**src/rtl/sequence_pattern_tx_pkg.sv**
```systemverilog
// Shared definitions for the serial pattern transmitter: FSM state encoding,
// default frame length and frame counter width.
package sequence_pattern_tx_pkg;

  localparam int SEQ_LEN_DEF = 4;
  localparam int FRAME_CNT_W = 8;

  typedef enum logic {
    S_IDLE  = 1'b0,
    S_SHIFT = 1'b1
  } state_t;

endpackage

```
**src/rtl/sequence_pattern_tx_if.sv**
```systemverilog
// Pattern input port of the serial transmitter: valid/ready handshake carrying
// one SEQ_LEN-bit pattern per transfer.
interface sequence_pattern_tx_if
  import sequence_pattern_tx_pkg::*;
#(
  parameter int SEQ_LEN = SEQ_LEN_DEF
);

  logic               pat_valid;
  logic [SEQ_LEN-1:0] pat_data;
  logic               pat_ready;

  modport master (output pat_valid, output pat_data, input  pat_ready);
  modport slave  (input  pat_valid, input  pat_data, output pat_ready);

endinterface

```
**src/rtl/sequence_pattern_tx_pattern_fifo.sv**
```systemverilog
// Show-ahead synchronous FIFO holding queued patterns; pointers carry an extra
// wrap bit so full and empty are distinguished without an occupancy counter.
module pattern_fifo #(
  parameter int WIDTH = 4,
  parameter int DEPTH = 4
) (
  input  logic             clk,
  input  logic             rst,
  input  logic             wr_en,
  input  logic [WIDTH-1:0] wr_data,
  input  logic             rd_en,
  output logic [WIDTH-1:0] rd_data,
  output logic             full,
  output logic             empty
);

  localparam int AW = $clog2(DEPTH);

  logic [WIDTH-1:0] mem [DEPTH];
  logic [AW:0]      wr_ptr;
  logic [AW:0]      rd_ptr;
  logic             do_push;
  logic             do_pop;

  assign empty   = (wr_ptr == rd_ptr);
  assign full    = (wr_ptr[AW] != rd_ptr[AW]) && (wr_ptr[AW-1:0] == rd_ptr[AW-1:0]);
  assign do_push = wr_en && !full;
  assign do_pop  = rd_en && !empty;
  assign rd_data = mem[rd_ptr[AW-1:0]];

  always_ff @(posedge clk) begin
    if (rst) begin
      wr_ptr <= '0;
      rd_ptr <= '0;
    end else begin
      if (do_push) wr_ptr <= wr_ptr + (AW+1)'(1);
      if (do_pop)  rd_ptr <= rd_ptr + (AW+1)'(1);
    end
  end

  // Storage is not reset: entries are only observable after being written.
  always_ff @(posedge clk) begin
    if (do_push) mem[wr_ptr[AW-1:0]] <= wr_data;
  end

endmodule

```
**src/rtl/sequence_pattern_tx.sv**
```systemverilog
// Serial pattern transmitter: queues SEQ_LEN-bit patterns and shifts each one
// out MSB-first, back-to-back, with first/last frame markers and a frame count.
module sequence_pattern_tx
  import sequence_pattern_tx_pkg::*;
#(
  parameter int   SEQ_LEN    = SEQ_LEN_DEF,
  parameter int   FIFO_DEPTH = 4,
  parameter logic IDLE_BIT   = 1'b0
) (
  input  logic                   clk,
  input  logic                   rst,
  sequence_pattern_tx_if.slave   pat,
  output logic                   out,
  output logic                   out_valid,
  output logic                   out_first,
  output logic                   out_last,
  output logic                   busy,
  output logic [FRAME_CNT_W-1:0] frames_sent
);

  localparam int             CNT_W    = $clog2(SEQ_LEN + 1);
  localparam logic [CNT_W-1:0] LAST_CNT = CNT_W'(SEQ_LEN);

  state_t                 state, state_n;
  logic [SEQ_LEN-1:0]     shreg, shreg_n;
  logic [SEQ_LEN-1:0]     head;
  logic [CNT_W-1:0]       bit_cnt, bit_cnt_n;
  logic                   out_n, valid_n, first_n;
  logic [FRAME_CNT_W-1:0] frames_n;
  logic                   full, empty, pop;

  pattern_fifo #(
    .WIDTH (SEQ_LEN),
    .DEPTH (FIFO_DEPTH)
  ) u_fifo (
    .clk     (clk),
    .rst     (rst),
    .wr_en   (pat.pat_valid),
    .wr_data (pat.pat_data),
    .rd_en   (pop),
    .rd_data (head),
    .full    (full),
    .empty   (empty)
  );

  assign pat.pat_ready = !full;
  assign out_last      = (state == S_SHIFT) && (bit_cnt == LAST_CNT);
  assign busy          = (state == S_SHIFT) || !empty;

  // bit_cnt counts the bits already placed on `out`, so the frame ends on the
  // edge where it equals SEQ_LEN; a waiting pattern is loaded on that same edge.
  always_comb begin
    state_n   = state;
    shreg_n   = shreg;
    bit_cnt_n = bit_cnt;
    out_n     = out;
    valid_n   = out_valid;
    first_n   = out_first;
    frames_n  = frames_sent;
    pop       = 1'b0;
    case (state)
      S_IDLE: begin
        if (!empty) begin
          pop       = 1'b1;
          out_n     = head[SEQ_LEN-1];
          shreg_n   = {head[SEQ_LEN-2:0], 1'b0};
          bit_cnt_n = CNT_W'(1);
          valid_n   = 1'b1;
          first_n   = 1'b1;
          state_n   = S_SHIFT;
        end else begin
          out_n   = IDLE_BIT;
          valid_n = 1'b0;
          first_n = 1'b0;
        end
      end
      S_SHIFT: begin
        if (bit_cnt == LAST_CNT) begin
          frames_n = frames_sent + FRAME_CNT_W'(1);
          if (!empty) begin
            pop       = 1'b1;
            out_n     = head[SEQ_LEN-1];
            shreg_n   = {head[SEQ_LEN-2:0], 1'b0};
            bit_cnt_n = CNT_W'(1);
            valid_n   = 1'b1;
            first_n   = 1'b1;
          end else begin
            out_n   = IDLE_BIT;
            valid_n = 1'b0;
            first_n = 1'b0;
            state_n = S_IDLE;
          end
        end else begin
          out_n     = shreg[SEQ_LEN-1];
          shreg_n   = {shreg[SEQ_LEN-2:0], 1'b0};
          bit_cnt_n = bit_cnt + CNT_W'(1);
          first_n   = 1'b0;
        end
      end
    endcase
  end

  always_ff @(posedge clk) begin
    if (rst) begin
      state       <= S_IDLE;
      shreg       <= '0;
      bit_cnt     <= '0;
      out         <= IDLE_BIT;
      out_valid   <= 1'b0;
      out_first   <= 1'b0;
      frames_sent <= '0;
    end else begin
      state       <= state_n;
      shreg       <= shreg_n;
      bit_cnt     <= bit_cnt_n;
      out         <= out_n;
      out_valid   <= valid_n;
      out_first   <= first_n;
      frames_sent <= frames_n;
    end
  end

endmodule

```
**src/flat_wrapper.sv**
```systemverilog
// flat-port wrapper written by rule: the top's interface ports become plain ports
module sequence_pattern_tx_flat import sequence_pattern_tx_pkg::*;
#(
  parameter int   SEQ_LEN    = SEQ_LEN_DEF,
  parameter int   FIFO_DEPTH = 4,
  parameter logic IDLE_BIT   = 1'b0
)
  (clk, rst, out, out_valid, out_first, out_last, busy, frames_sent, pat_pat_valid, pat_pat_data, pat_pat_ready);
  sequence_pattern_tx_if #(.SEQ_LEN(SEQ_LEN)) pat_i ();
  input  logic clk;
  input  logic rst;
  output logic out;
  output logic out_valid;
  output logic out_first;
  output logic out_last;
  output logic busy;
  output logic [FRAME_CNT_W-1:0] frames_sent;
  input wire logic [$bits(pat_i.pat_valid)-1:0] pat_pat_valid;
  input wire logic [$bits(pat_i.pat_data)-1:0] pat_pat_data;
  output wire logic [$bits(pat_i.pat_ready)-1:0] pat_pat_ready;
  assign pat_i.pat_valid = pat_pat_valid;
  assign pat_i.pat_data = pat_pat_data;
  assign pat_pat_ready = pat_i.pat_ready;
  sequence_pattern_tx #(.SEQ_LEN(SEQ_LEN), .FIFO_DEPTH(FIFO_DEPTH), .IDLE_BIT(IDLE_BIT)) u_core (.clk(clk), .rst(rst), .pat(pat_i), .out(out), .out_valid(out_valid), .out_first(out_first), .out_last(out_last), .busy(busy), .frames_sent(frames_sent));
endmodule
```
**config.mk**
```make
export PLATFORM = sky130hd
export DESIGN_NAME = sequence_pattern_tx_flat
export DESIGN_NICKNAME = d
export VERILOG_FILES = /design/src/rtl/sequence_pattern_tx_pkg.sv /design/src/rtl/sequence_pattern_tx_if.sv /design/src/rtl/sequence_pattern_tx_pattern_fifo.sv /design/src/rtl/sequence_pattern_tx.sv /design/src/flat_wrapper.sv
export SDC_FILE = /design/constraint.sdc
export NUM_CORES = 1
export LEC_CHECK = 0
export BUFFER_PORTS_ARGS = -buffer_cell sky130_fd_sc_hd__buf_2
export CAP_MARGIN = 15
export CORE_MARGIN = 3
export CORE_UTILIZATION = 28
export DETAILED_ROUTE_END_ITERATION = 16
export GPL_TIMING_DRIVEN = 0
export SYNTH_ARGS = -nofsm -noshare
export SYNTH_HDL_FRONTEND = slang
export SYNTH_SLANG_ARGS = --single-unit
```
**constraint.sdc**
```tcl
create_clock -name clk -period 2.1 [get_ports clk]
set_clock_uncertainty 0.2 [all_clocks]
set_input_delay 0.21 -clock clk [delete_from_list [all_inputs] [get_ports clk]]
set_output_delay 0.21 -clock clk [all_outputs]
set_load 0.005 [all_outputs]
```
==> impl_metrics.yaml <==
run_status:
  status: "completed"
place:
  portBuffers: 19
  place_congestion: 0.7287
  dpl.cell_count: 247
  dp_hpwl_um: 2209
route:
  avgViaCountPerCell: 4.402
  dr.pass1.iters: 4
  vias: 1140
  first_iter_violations: 28
  routedWlPerCell_um: 12.03
  post-route-drc-count: 0
  ant_nets: 0
  wirelength_um: 3116
setup_path:
  cp-start-kind: "flop"
  cp.arrival_ns: 1.55
  crit_type: "flop to output port"
  end_kind: "output port"
  critPathMaxFanout: 7
  cp.required_ns: 1.69
synth:
  synth_seq_area_share_pct: 56.35
  ys_warn_count: 0
  synthesis.area_um2: 1812
  ys_ff_latch: 43
  avgSynthCellArea_um2: 11.84
  synthCells: 153
  synth_cell_types: 34
  syn-num-nets: 168
min_path:
  hold_class: "input pin to flop"
global_route:
  grtUsageMet3_pct: 2.852
  grt_use_total_pct: 9.062
  grt_overflow: 0
  grt_pass1_wl_um: 5175
  grtUsageMet2_pct: 13.28
  antenna_found_initial: 0
  grt_use_met1_pct: 11.79
  grt.busiest_layer: "met2"
  grt_max_degree: 17
  grt_pass1_vias: 1107
cts:
  clk_latency_ns: 0.30
  clockBufferDepth: 2
  cts_buffers: 5
  clock-root-buffer: "clkbuf_8"
  htree_num_levels: 2
  cts.sink_count: 43
  tritoncts: "built"
  post_cts_buffers: 0
  clk_pin_slew_ns: 0.09
power_and_ir_drop:
  p_leak_nw: 0.8292
  irDropWorstVdd_mv: 0.3067
  p_per_area_nw_per_um2: 1037
sta:
  slew_violations: 0
  slew_headroom_pct: 61.17
  finalSetupViolations: 0
  fmax_mhz: 510.8
  setup-tns-final_ns: 0
  rsz0062_at_grt: "false"
  hold_viol: 0
  fin_crit_sh_pct: 93.23
  fin_crit_ns: 1.958
  worst_pin_slew_ns: 0.5773
floorplan:
  fp.dieArea_um2: 7472
  initial_core_util_pct: 29.72
  core_area_um2: 6096
  dieWidth_um: 86.44
  rows: 28
  die_y_um: 86.44
  ioPinCount: 21
final_layout:
  nets: 198
  area_growth_pct: 18.16
  diodes: 0
  layoutNonFillerInstCount: 259
  n_fill_cell: 631
  drive_above_1_share_pct: 20.65
job:
  drv_cap: 0
==> kinds of logic after synthesis <==
family / count (synthesis) / synth area share [%]
flip-flops: 43 / 56.35
AND/OR/NAND/NOR: 48 / 12.50
AO/OA/AOI/OAI: 18 / 7.114
multiplexers: 9 / 7.804
adder cells (fa/ha/maj): 8 / 5.525
XOR/XNOR: 14 / 7.597
buffers and inverters: 13 / 3.108
==> synthesized netlist by cell type (all sizes together) <==
cell type	n	share of area [%]
o311ai	1	0.48
o21a	1	0.41
a21bo	1	0.55
mux2	1	0.62
xnor2	6	2.9
nand3	5	1.4
clkbuf	4	0.83
a32oi	1	0.48
mux2i	4	2.2
dfxtp	27	30
ha	8	5.5
o21ai	1	0.28
or3	3	1.0
inv	7	1.5
xor2	8	4.7
buf	1	0.62
and3	1	0.35
a21boi	1	0.41
nand4	2	0.69
edfxtp	16	27
nor3	2	0.55
clkinv	1	0.21
a211oi	4	1.7
and2	3	1.0
nor2	18	3.7
mux4	4	5.0
nor4b	1	0.48
nand2b	2	0.69
nor4	2	0.69
o31a	1	0.48
a21oi	6	1.7
nand2	9	1.9
o31ai	1	0.69
==> critical path, stage by stage, from the launching register on <==
cell	delay [ns]
dfxtp_1	0.38
inv_1	0.06
ha_1	0.24
nand3_1	0.17
clkinv_1	0.22
buf_2	0.19
==> per-layer routing <==
layer | part of all wire, % | up-vias
met5 | 0 | -
met4 | 1.8 | 0
met3 | 3.8 | 4
met2 | 45 | 14
met1 | 50 | 527
li1 | - | 595
==> final cells by class <==
| type | count | area [µm²] | share of cell area, % |
|---|---|---|---|
| Clock buffer | 5 | 68.82 | 3.214 |
| Timing Repair Buffer | 23 | 135.1 | 6.312 |
| Clock inverter | 3 | 26.28 | 1.227 |
| Multi-Input combinational cell | 97 | 739.5 | 34.54 |
| Sequential cell | 43 | 1021 | 47.69 |
| Inverter | 8 | 30.03 | 1.403 |
| Tap cell | 75 | 93.84 | 4.383 |
| Buffer | 5 | 26.28 | 1.227 |
==> layout by cell type, fill, tap and decap left out, types with 2 or more instances in the layout <==
cell type,n
nand2_1,9
xnor2_1,6
edfxtp_1,16
ha_1,8
nand4_1,2
a211oi_1,4
clkbuf_8,5
dfxtp_1,27
inv_1,7
and2_1,3
nor4_1,2
buf_2,19
nand2b_1,2
or3_1,3
nand3_1,5
xor2_2,2
mux2i_1,4
inv_6,2
clkbuf_1,4
dlygate4sd3_1,4
a21oi_1,6
mux4_2,4
nor2_1,18
xor2_1,6
==> power breakdown <==
part / internal (mW) / leakage [nW] / switching (mW)
sequential: 0.986 / 0.367 / 0.0967
clock: 0.245 / 0.0491 / 0.312
combinational: 0.281 / 0.413 / 0.299
total: 1.51 / 0.829 / 0.709
==> per-stage QoR <==
stage               utilization [%]  cell area [µm²]  total power [mW]  setup slack, ns  hold slack, ns
floorplan                         -             1812             1.523           0.4428          0.1089
global placement              32.82             2001             1.669           0.1633          0.2291
detailed placement            32.82             2001             1.676           0.1653          0.2310
CTS                           35.04             2136             2.250          0.03878         0.06890
global route                  35.12             2141             2.373          0.02514         0.09357
finish                        35.12             2141             2.220           0.1422         0.08336
==> flip-flops by register name (all words and copies together) (netlist names), named ones only <==
signal and cells:
u_core.u_fifo.mem 16, u_core.frames_sent 8, u_core.shreg 4, u_core.bit_cnt 3
u_core.u_fifo.rd_ptr 3, u_core.u_fifo.wr_ptr 3, u_core.out 1, u_core.out_first 1
u_core.out_valid 1, u_core.state 1
==> final timing paths <==
check / start / cells after the start / slack [ns] / endpoint
max: u_core.bit_cnt[0]$_SDFF_PP0_ / 5 / 0.14 / out_last
min: rst / 2 / 0.08 / u_core.shreg[1]$_SDFF_PP0_
max reg2reg: u_core.u_fifo.wr_ptr[1]$_SDFFE_PP0P_ / 3 / 0.20 / u_core.u_fifo.mem[3][2]$_DFFE_PP_
min reg2reg: u_core.shreg[3]$_SDFF_PP0_ / 2 / 0.28 / u_core.out$_SDFF_PP0_
==> timing repair <==
item | in CTS | in global routing
hold buffers | 4 | 0
resized for setup | 0 | 1
setup endpoints to repair | 0 | 1
endpoints found under the hold margin | 16 | 0
Note: power is estimated with default switching activity, not from simulation.
